`src/rtl/riscv_tlm_counters.sv`:
```
// Telemetry counters (mcycle/minstret/stall) with a tear-free 64-bit register window.
// Optional overflow interrupt enabled by defining TLM_OVF_IRQ_EN.
module riscv_tlm_counters #(
    parameter int CNT_W  = 64,
    parameter int ADDR_W = 5
) (
    input  logic              clk_i,
    input  logic              rst_i,
    input  logic              retire_i,
    input  logic              stall_i,
    input  logic              req_valid_i,
    input  logic              req_wr_i,
    input  logic [ADDR_W-1:0] req_addr_i,
    input  logic [31:0]       req_wdata_i,
    output logic              req_ready_o,
    output logic              rsp_valid_o,
    output logic [31:0]       rsp_rdata_o,
    output logic [CNT_W-1:0]  tlm_mcycle_o,
    output logic [CNT_W-1:0]  tlm_minstret_o,
    output logic [CNT_W-1:0]  tlm_stall_o,
    output logic              irq_o
);
    localparam int HW = CNT_W - 32;

    // index 0 = mcycle, 1 = minstret, 2 = stall
    logic [2:0][CNT_W-1:0] r_cnt;
    logic [2:0][HW-1:0]    r_sh;
    logic                  r_freeze;
    logic [2:0]            r_ovf;
    logic                  r_rsp_valid;
    logic [31:0]           r_rdata;

    logic [ADDR_W-1:0] w_word;
    logic [2:0]        w_idx;
    logic              w_mapped;
    logic              w_acc;
    logic              w_wr;
    logic              w_rd;
    logic              w_clr;
    logic              w_st_wr;
    logic [2:0]        w_inc;
    logic [2:0]        w_ld;
    logic [2:0]        w_cap;
    logic [2:0]        w_wrap;
    logic [2:0]        w_ien;
    logic [31:0]       w_rdata;

    assign w_word   = req_addr_i >> 2;
    assign w_idx    = w_word[2:0];
    assign w_mapped = (w_word[ADDR_W-1:3] == '0);
    assign w_acc    = req_valid_i && !r_rsp_valid;
    assign w_wr     = w_acc && req_wr_i && w_mapped;
    assign w_rd     = w_acc && !req_wr_i && w_mapped;
    assign w_clr    = w_wr && (w_idx == 3'd6) && req_wdata_i[1];
    assign w_st_wr  = w_wr && (w_idx == 3'd7);
    assign w_inc    = {stall_i, retire_i, 1'b1};

    always_comb begin
        w_ld   = '0;
        w_cap  = '0;
        w_wrap = '0;
        for (int k = 0; k < 3; k++) begin
            w_ld[k]   = w_wr && r_freeze && (w_idx[2:1] == 2'(k));
            w_cap[k]  = w_rd && (w_idx == {2'(k), 1'b0});
            w_wrap[k] = !w_clr && !r_freeze && w_inc[k] && (&r_cnt[k]);
        end
    end

    always_comb begin
        w_rdata = '0;
        if (w_rd) begin
            case (w_idx)
                3'd0: w_rdata = r_cnt[0][31:0];
                3'd1: w_rdata = 32'(r_sh[0]);
                3'd2: w_rdata = r_cnt[1][31:0];
                3'd3: w_rdata = 32'(r_sh[1]);
                3'd4: w_rdata = r_cnt[2][31:0];
                3'd5: w_rdata = 32'(r_sh[2]);
                3'd6: w_rdata = {31'd0, r_freeze};
                default: w_rdata = {21'd0, w_ien, 5'd0, r_ovf};
            endcase
        end
    end

    always_ff @(posedge clk_i or posedge rst_i) begin
        if (rst_i) begin
            r_cnt       <= '0;
            r_sh        <= '0;
            r_freeze    <= 1'b0;
            r_ovf       <= '0;
            r_rsp_valid <= 1'b0;
            r_rdata     <= '0;
        end else begin
            r_rsp_valid <= w_acc;
            r_rdata     <= w_rdata;
            if (w_wr && (w_idx == 3'd6))
                r_freeze <= req_wdata_i[0];
            // a wrap in the same cycle as a W1C keeps the sticky bit set
            r_ovf <= (r_ovf & ~(w_st_wr ? req_wdata_i[2:0] : 3'b000)) | w_wrap;
            for (int k = 0; k < 3; k++) begin
                if (w_clr) begin
                    r_cnt[k] <= '0;
                    r_sh[k]  <= '0;
                end else begin
                    if (w_ld[k]) begin
                        if (w_idx[0])
                            r_cnt[k][CNT_W-1:32] <= req_wdata_i[HW-1:0];
                        else
                            r_cnt[k][31:0] <= req_wdata_i;
                    end else if (!r_freeze && w_inc[k]) begin
                        r_cnt[k] <= r_cnt[k] + 1'b1;
                    end
                    if (w_cap[k])
                        r_sh[k] <= r_cnt[k][CNT_W-1:32];
                end
            end
        end
    end

`ifdef TLM_OVF_IRQ_EN
    logic [2:0] r_ien;
    logic       r_irq;

    always_ff @(posedge clk_i or posedge rst_i) begin
        if (rst_i) begin
            r_ien <= '0;
            r_irq <= 1'b0;
        end else begin
            if (w_st_wr)
                r_ien <= req_wdata_i[10:8];
            r_irq <= |(r_ovf & r_ien);
        end
    end

    assign w_ien = r_ien;
    assign irq_o = r_irq;
`else
    assign w_ien = 3'b000;
    assign irq_o = 1'b0;
`endif

    assign req_ready_o    = !r_rsp_valid;
    assign rsp_valid_o    = r_rsp_valid;
    assign rsp_rdata_o    = r_rdata;
    assign tlm_mcycle_o   = r_cnt[0];
    assign tlm_minstret_o = r_cnt[1];
    assign tlm_stall_o    = r_cnt[2];

endmodule

```
`config.mk`:
```
export PLATFORM = sky130hd
export DESIGN_NAME = riscv_tlm_counters
export DESIGN_NICKNAME = d
export VERILOG_FILES = /design/src/rtl/riscv_tlm_counters.sv
export SDC_FILE = /design/constraint.sdc
export NUM_CORES = 1
export LEC_CHECK = 0
export BUFFER_PORTS_ARGS = -buffer_cell sky130_fd_sc_hd__buf_2
export CAP_MARGIN = 20
export CORE_MARGIN = 1.5
export CORE_UTILIZATION = 30
export CTS_CLUSTER_SIZE = 24
export DETAILED_ROUTE_END_ITERATION = 12
export PLACE_DENSITY = 0.58
export SYNTH_ARGS = -nofsm -noshare
export SYNTH_HDL_FRONTEND = slang
export SYNTH_SLANG_ARGS = --single-unit
export TNS_END_PERCENT = 30
```
`constraint.sdc`:
```
create_clock -name clk_i -period 11.4 [get_ports clk_i]
set_input_delay 2.85 -clock clk_i [delete_from_list [all_inputs] [get_ports clk_i]]
set_output_delay 2.85 -clock clk_i [all_outputs]
set_load 0.005 [all_outputs]
```
==> results.rst <==
.. list-table::
   :header-rows: 1

   * - Metric
     - Value
   * - Share of cells above drive strength 1
     - 16.47%
   * - Total core area
     - approximately 64000 sq um
   * - Cell with the largest stage delay on the worst path
     - sky130_fd_sc_hd__and4_4
   * - CTS root buf
     - sky130_fd_sc_hd__clkbuf_16
   * - Detail Route Antenna Nets
     - 0
   * - Total global-route track usage
     - 30.37%
   * - Largest delay share family, worst path
     - simple AND/OR/NAND/NOR gates
   * - Chain of cells forming the critical path
     - buf_2 > nor2b_1 > and4_4 > buf_4 > buf_4 > nor2_1 > and3_1 > or3_1
   * - Fraction of registers with async set or reset after synthesis
     - 100.0%
   * - Resized cells post-CTS
     - 0
   * - Via count of the first global-routing pass
     - 20510
   * - Yosys warnings
     - 0
   * - Run status
     - finished clean
   * - Shortest clock period the worst path allows after layout
     - 5.882 ns
   * - Dpl cells
     - roughly 3400
   * - Number of violations reported at the end of detailed-routing iteration 0
     - ~3600
   * - Buffers on Ports
     - approximately 270
   * - Placer congestion estimate
     - 0.9709
   * - Multi-input gate area
     - 10590 sq um
   * - Number of synthesized register bits
     - 325
   * - Std cell rows
     - 93
   * - Highest-count cells in the layout ignoring fill and taps
     - 437 x sky130_fd_sc_hd__nand2_1, 325 x sky130_fd_sc_hd__dfrtp_1, 266 x sky130_fd_sc_hd__buf_2
   * - Wire length reported by the detailed router
     - 104400 um
   * - Worst setup EP type
     - flop
   * - Critical Path Start Type
     - input port
   * - Average wire per cell in the routed design
     - 29.99 um
   * - Area post-placement
     - 21540 sq um
   * - Avg Synthesized Cell Area
     - 8.052 sq um
   * - Fin crit share
     - 51.60%
   * - Net count, final
     - 2633
   * - Cell accounting for the most synthesized area
     - sky130_fd_sc_hd__dfrtp_1
   * - Share of the yosys chip area belonging to registers
     - between 40% and 50%
   * - Non-filler cells in the finished layout
     - 3481
   * - Count of distinct cell types in the synthesized netlist
     - 76
   * - Type of the setup path with the least slack
     - in -> reg
   * - First-pass GRT wire length
     - 149100 um
   * - Vertical die dimension
     - 258.0 um
   * - Critical path's largest stage delay
     - 0.79 ns
   * - Post-Syn Nets
     - 2468
   * - Starting density of the core
     - 30.31%
   * - DRC violations left
     - 0
   * - Vias post-DR
     - 22470
   * - Worst slew margin relative to its limit
     - 22.98%
   * - Cell with the most instances on the worst path
     - sky130_fd_sc_hd__buf_4
   * - Floorplan die area
     - 66550 sq um
   * - Power density cells
     - roughly 180 nW/um^2
   * - Vias per std cell
     - 6.455
   * - Fraction of synthesized cell area taken by the top area cell type
     - between 40% and 50%
   * - FF+latch area
     - 8133 sq um
   * - Post-CTS Setup Bufs
     - 0
   * - Count of flip-flops with a built-in enable after synthesis
     - 0
   * - Post-Route Setup TNS
     - 0 ns
   * - Maximum number of pins on one net before global-route repair
     - 94
   * - Count of TritonRoute iterations in the first routing pass
     - 6
   * - Final instance area
     - 23120 sq um
   * - Worst EP required
     - roughly 12 ns
   * - CTS H-tree depth
     - 2
   * - Post-Syn Instances
     - 2422
   * - Antenna violations before repair
     - 11
   * - Top flip-flop cell by instance count after synthesis
     - sky130_fd_sc_hd__dfrtp_1
   * - Clock skew
     - 0.01221 ns
   * - Longest Clk Path Bufs
     - 3
   * - Number of buffers and inverters on the critical path
     - 3
   * - Worst-case vdd ir drop
     - 0.09566 mV
   * - Die W
     - 258.0 um
   * - Post-Syn Area
     - 19500 sq um
   * - Hold-fix buffers at CTS
     - 0
   * - Tightest Pin Transition
     - ~1.2 ns
   * - Growth of design area from synthesis to finish
     - 18.54%
   * - Biggest fanout along the worst timing path
     - 50
   * - Final worst slack
     - 5.518 ns
   * - Unrepaired setup endpoints after global routing
     - no
   * - Filler Cells Inserted
     - 6706
   * - Max Cap Viol
     - 0
   * - Final hold vios
     - 0
   * - Max frequency
     - 170.0 MHz
   * - Clock tree from TritonCTS
     - done
   * - Number of primary I/O pins
     - 270
   * - Clock slew at the register clock pins of the worst setup and hold paths
     - 0.06 ns
   * - Hold crit path type
     - reg -> reg
   * - Source-to-sink clock delay at the later pin of the worst-skew pair
     - between 0.5 and 0.6 ns
   * - Count of pins over their slew limit
     - 0
   * - Setup slack after placement
     - 5.043 ns
   * - Setup violation total in the final timing report
     - 0
   * - Static Leak
     - 9.190 nW
   * - Most common library cell in the layout ignoring fill and taps
     - sky130_fd_sc_hd__nand2_1
   * - HPWL reported at the end of detailed placement
     - 74050 um
   * - Ranking of synthesized cells by area
     - sky130_fd_sc_hd__dfrtp_1 42%, sky130_fd_sc_hd__nand2_1 8.4%, sky130_fd_sc_hd__a21oi_1 5.5%
   * - Data arrival, critical path
     - approximately 6.3 ns
   * - Leftover overflow at the end of global routing
     - 0
   * - Number of clock sinks seen by CTS
     - 325
   * - TritonCTS Buffers
     - slightly above 40
[cells in the mapped netlist, types with 26 or more instances]
master and n:
sky130_fd_sc_hd__nor3_1 51, sky130_fd_sc_hd__a31oi_1 69, sky130_fd_sc_hd__nand2_1 437, sky130_fd_sc_hd__nand4_1 73, sky130_fd_sc_hd__nor4_1 40, sky130_fd_sc_hd__nand3_1 119, sky130_fd_sc_hd__clkbuf_1 167, sky130_fd_sc_hd__a22oi_1 118
sky130_fd_sc_hd__o21ai_0 157, sky130_fd_sc_hd__nor2_1 149, sky130_fd_sc_hd__dfrtp_1 325, sky130_fd_sc_hd__and2_1 26, sky130_fd_sc_hd__o31ai_1 35, sky130_fd_sc_hd__a21oi_1 215, sky130_fd_sc_hd__and3_1 47
[final cells by class]
| cell class | count | share of cell area [%] |
|---|---|---|
| multi-input cells | 1880 | 45.81 |
| flip-flops and latches | 325 | 35.18 |
| repair buffers | 314 | 7.685 |
| clock buffers | 57 | 5.131 |
| well taps | 855 | 4.627 |
| clock inverters | 16 | 1.045 |
| inverters | 25 | 0.4221 |
| diodes | 9 | 0.09742 |
[path summary, 6_finish.rpt]
path / start / cells after the start / to / slack [ns]
min in group asynchronous: rst_i / 3 / tlm_minstret_o[41] / 2.57
setup / recovery: req_addr_i[2] / 8 / tlm_stall_o[61] / 5.52
hold / removal: r_sh[7] / 2 / r_sh[7] / 0.52
max in group asynchronous: rst_i / 4 / tlm_stall_o[1] / 7.25
hold reg to reg: r_sh[7] / 2 / r_sh[7] / 0.52
setup reg to reg: r_freeze / 8 / tlm_stall_o[25] / 7.12
[report_power, final]
group | switching [mW] | internal [mW] | leakage (nW)
Clock | 0.563 | 0.861 | 0.697
Sequential | 0.485 | 1.36 | 4.05
Combinational | 0.517 | 0.329 | 4.44
Total | 1.56 | 2.55 | 9.19
[metal layers]
metal,vias to the layer above,GRT usage [%],routed length [um]
met2,1654,44.55,44810
met1,11090,40.56,40280
met4,8,15.90,6085
li1,9434,-,-
met5,-,0,39
met3,281,8.431,13180
[flip-flops by register name, indices dropped and copies added, names as in the netlist]
register / count
tlm_minstret_o: 64
r_ovf: 3
rsp_rdata_o: 32
tlm_mcycle_o: 64
r_freeze: 1
rsp_valid_o: 1
r_sh: 96
tlm_stall_o: 64
[cell families after synthesis]
logic type / Yosys count / share of synthesized area [%]
and+or+nand+nor: 1057 / 26.25
AOI/OAI and AO/OA: 798 / 26.43
DFF: 325 / 41.70
buffers and inverters: 217 / 4.324
muxes: 20 / 1.039
adders and majority gates: 3 / 0.1925
other: 1 / 0.01923
xor gates and xnor gates: 1 / 0.04492
[through the flow]
step / total power [mW] / hold WS [ns] / util [%]
final: 4.112 / 0.5207 / 35.93
after global routing: 4.248 / 0.5440 / 35.90
after CTS: 4.071 / 0.5231 / 35.69
after detailed placement: 2.658 / 0.5155 / 33.47
after global placement: 2.639 / 0.5122 / 33.47
after floorplan: 2.080 / 0.4579 / -
[worst register-to-register path, cell delays in order, from the launching register on]
cell and delay (ns):
sky130_fd_sc_hd__dfrtp_1 1.01, sky130_fd_sc_hd__nand4b_1 0.57, sky130_fd_sc_hd__nor2_4 0.22, sky130_fd_sc_hd__buf_4 0.70, sky130_fd_sc_hd__nor2_1 0.10, sky130_fd_sc_hd__buf_4 0.24, sky130_fd_sc_hd__a21oi_1 0.83, sky130_fd_sc_hd__o21ai_0 0.21
sky130_fd_sc_hd__a22o_1 0.28
Note: power is estimated with default switching activity, not from simulation.
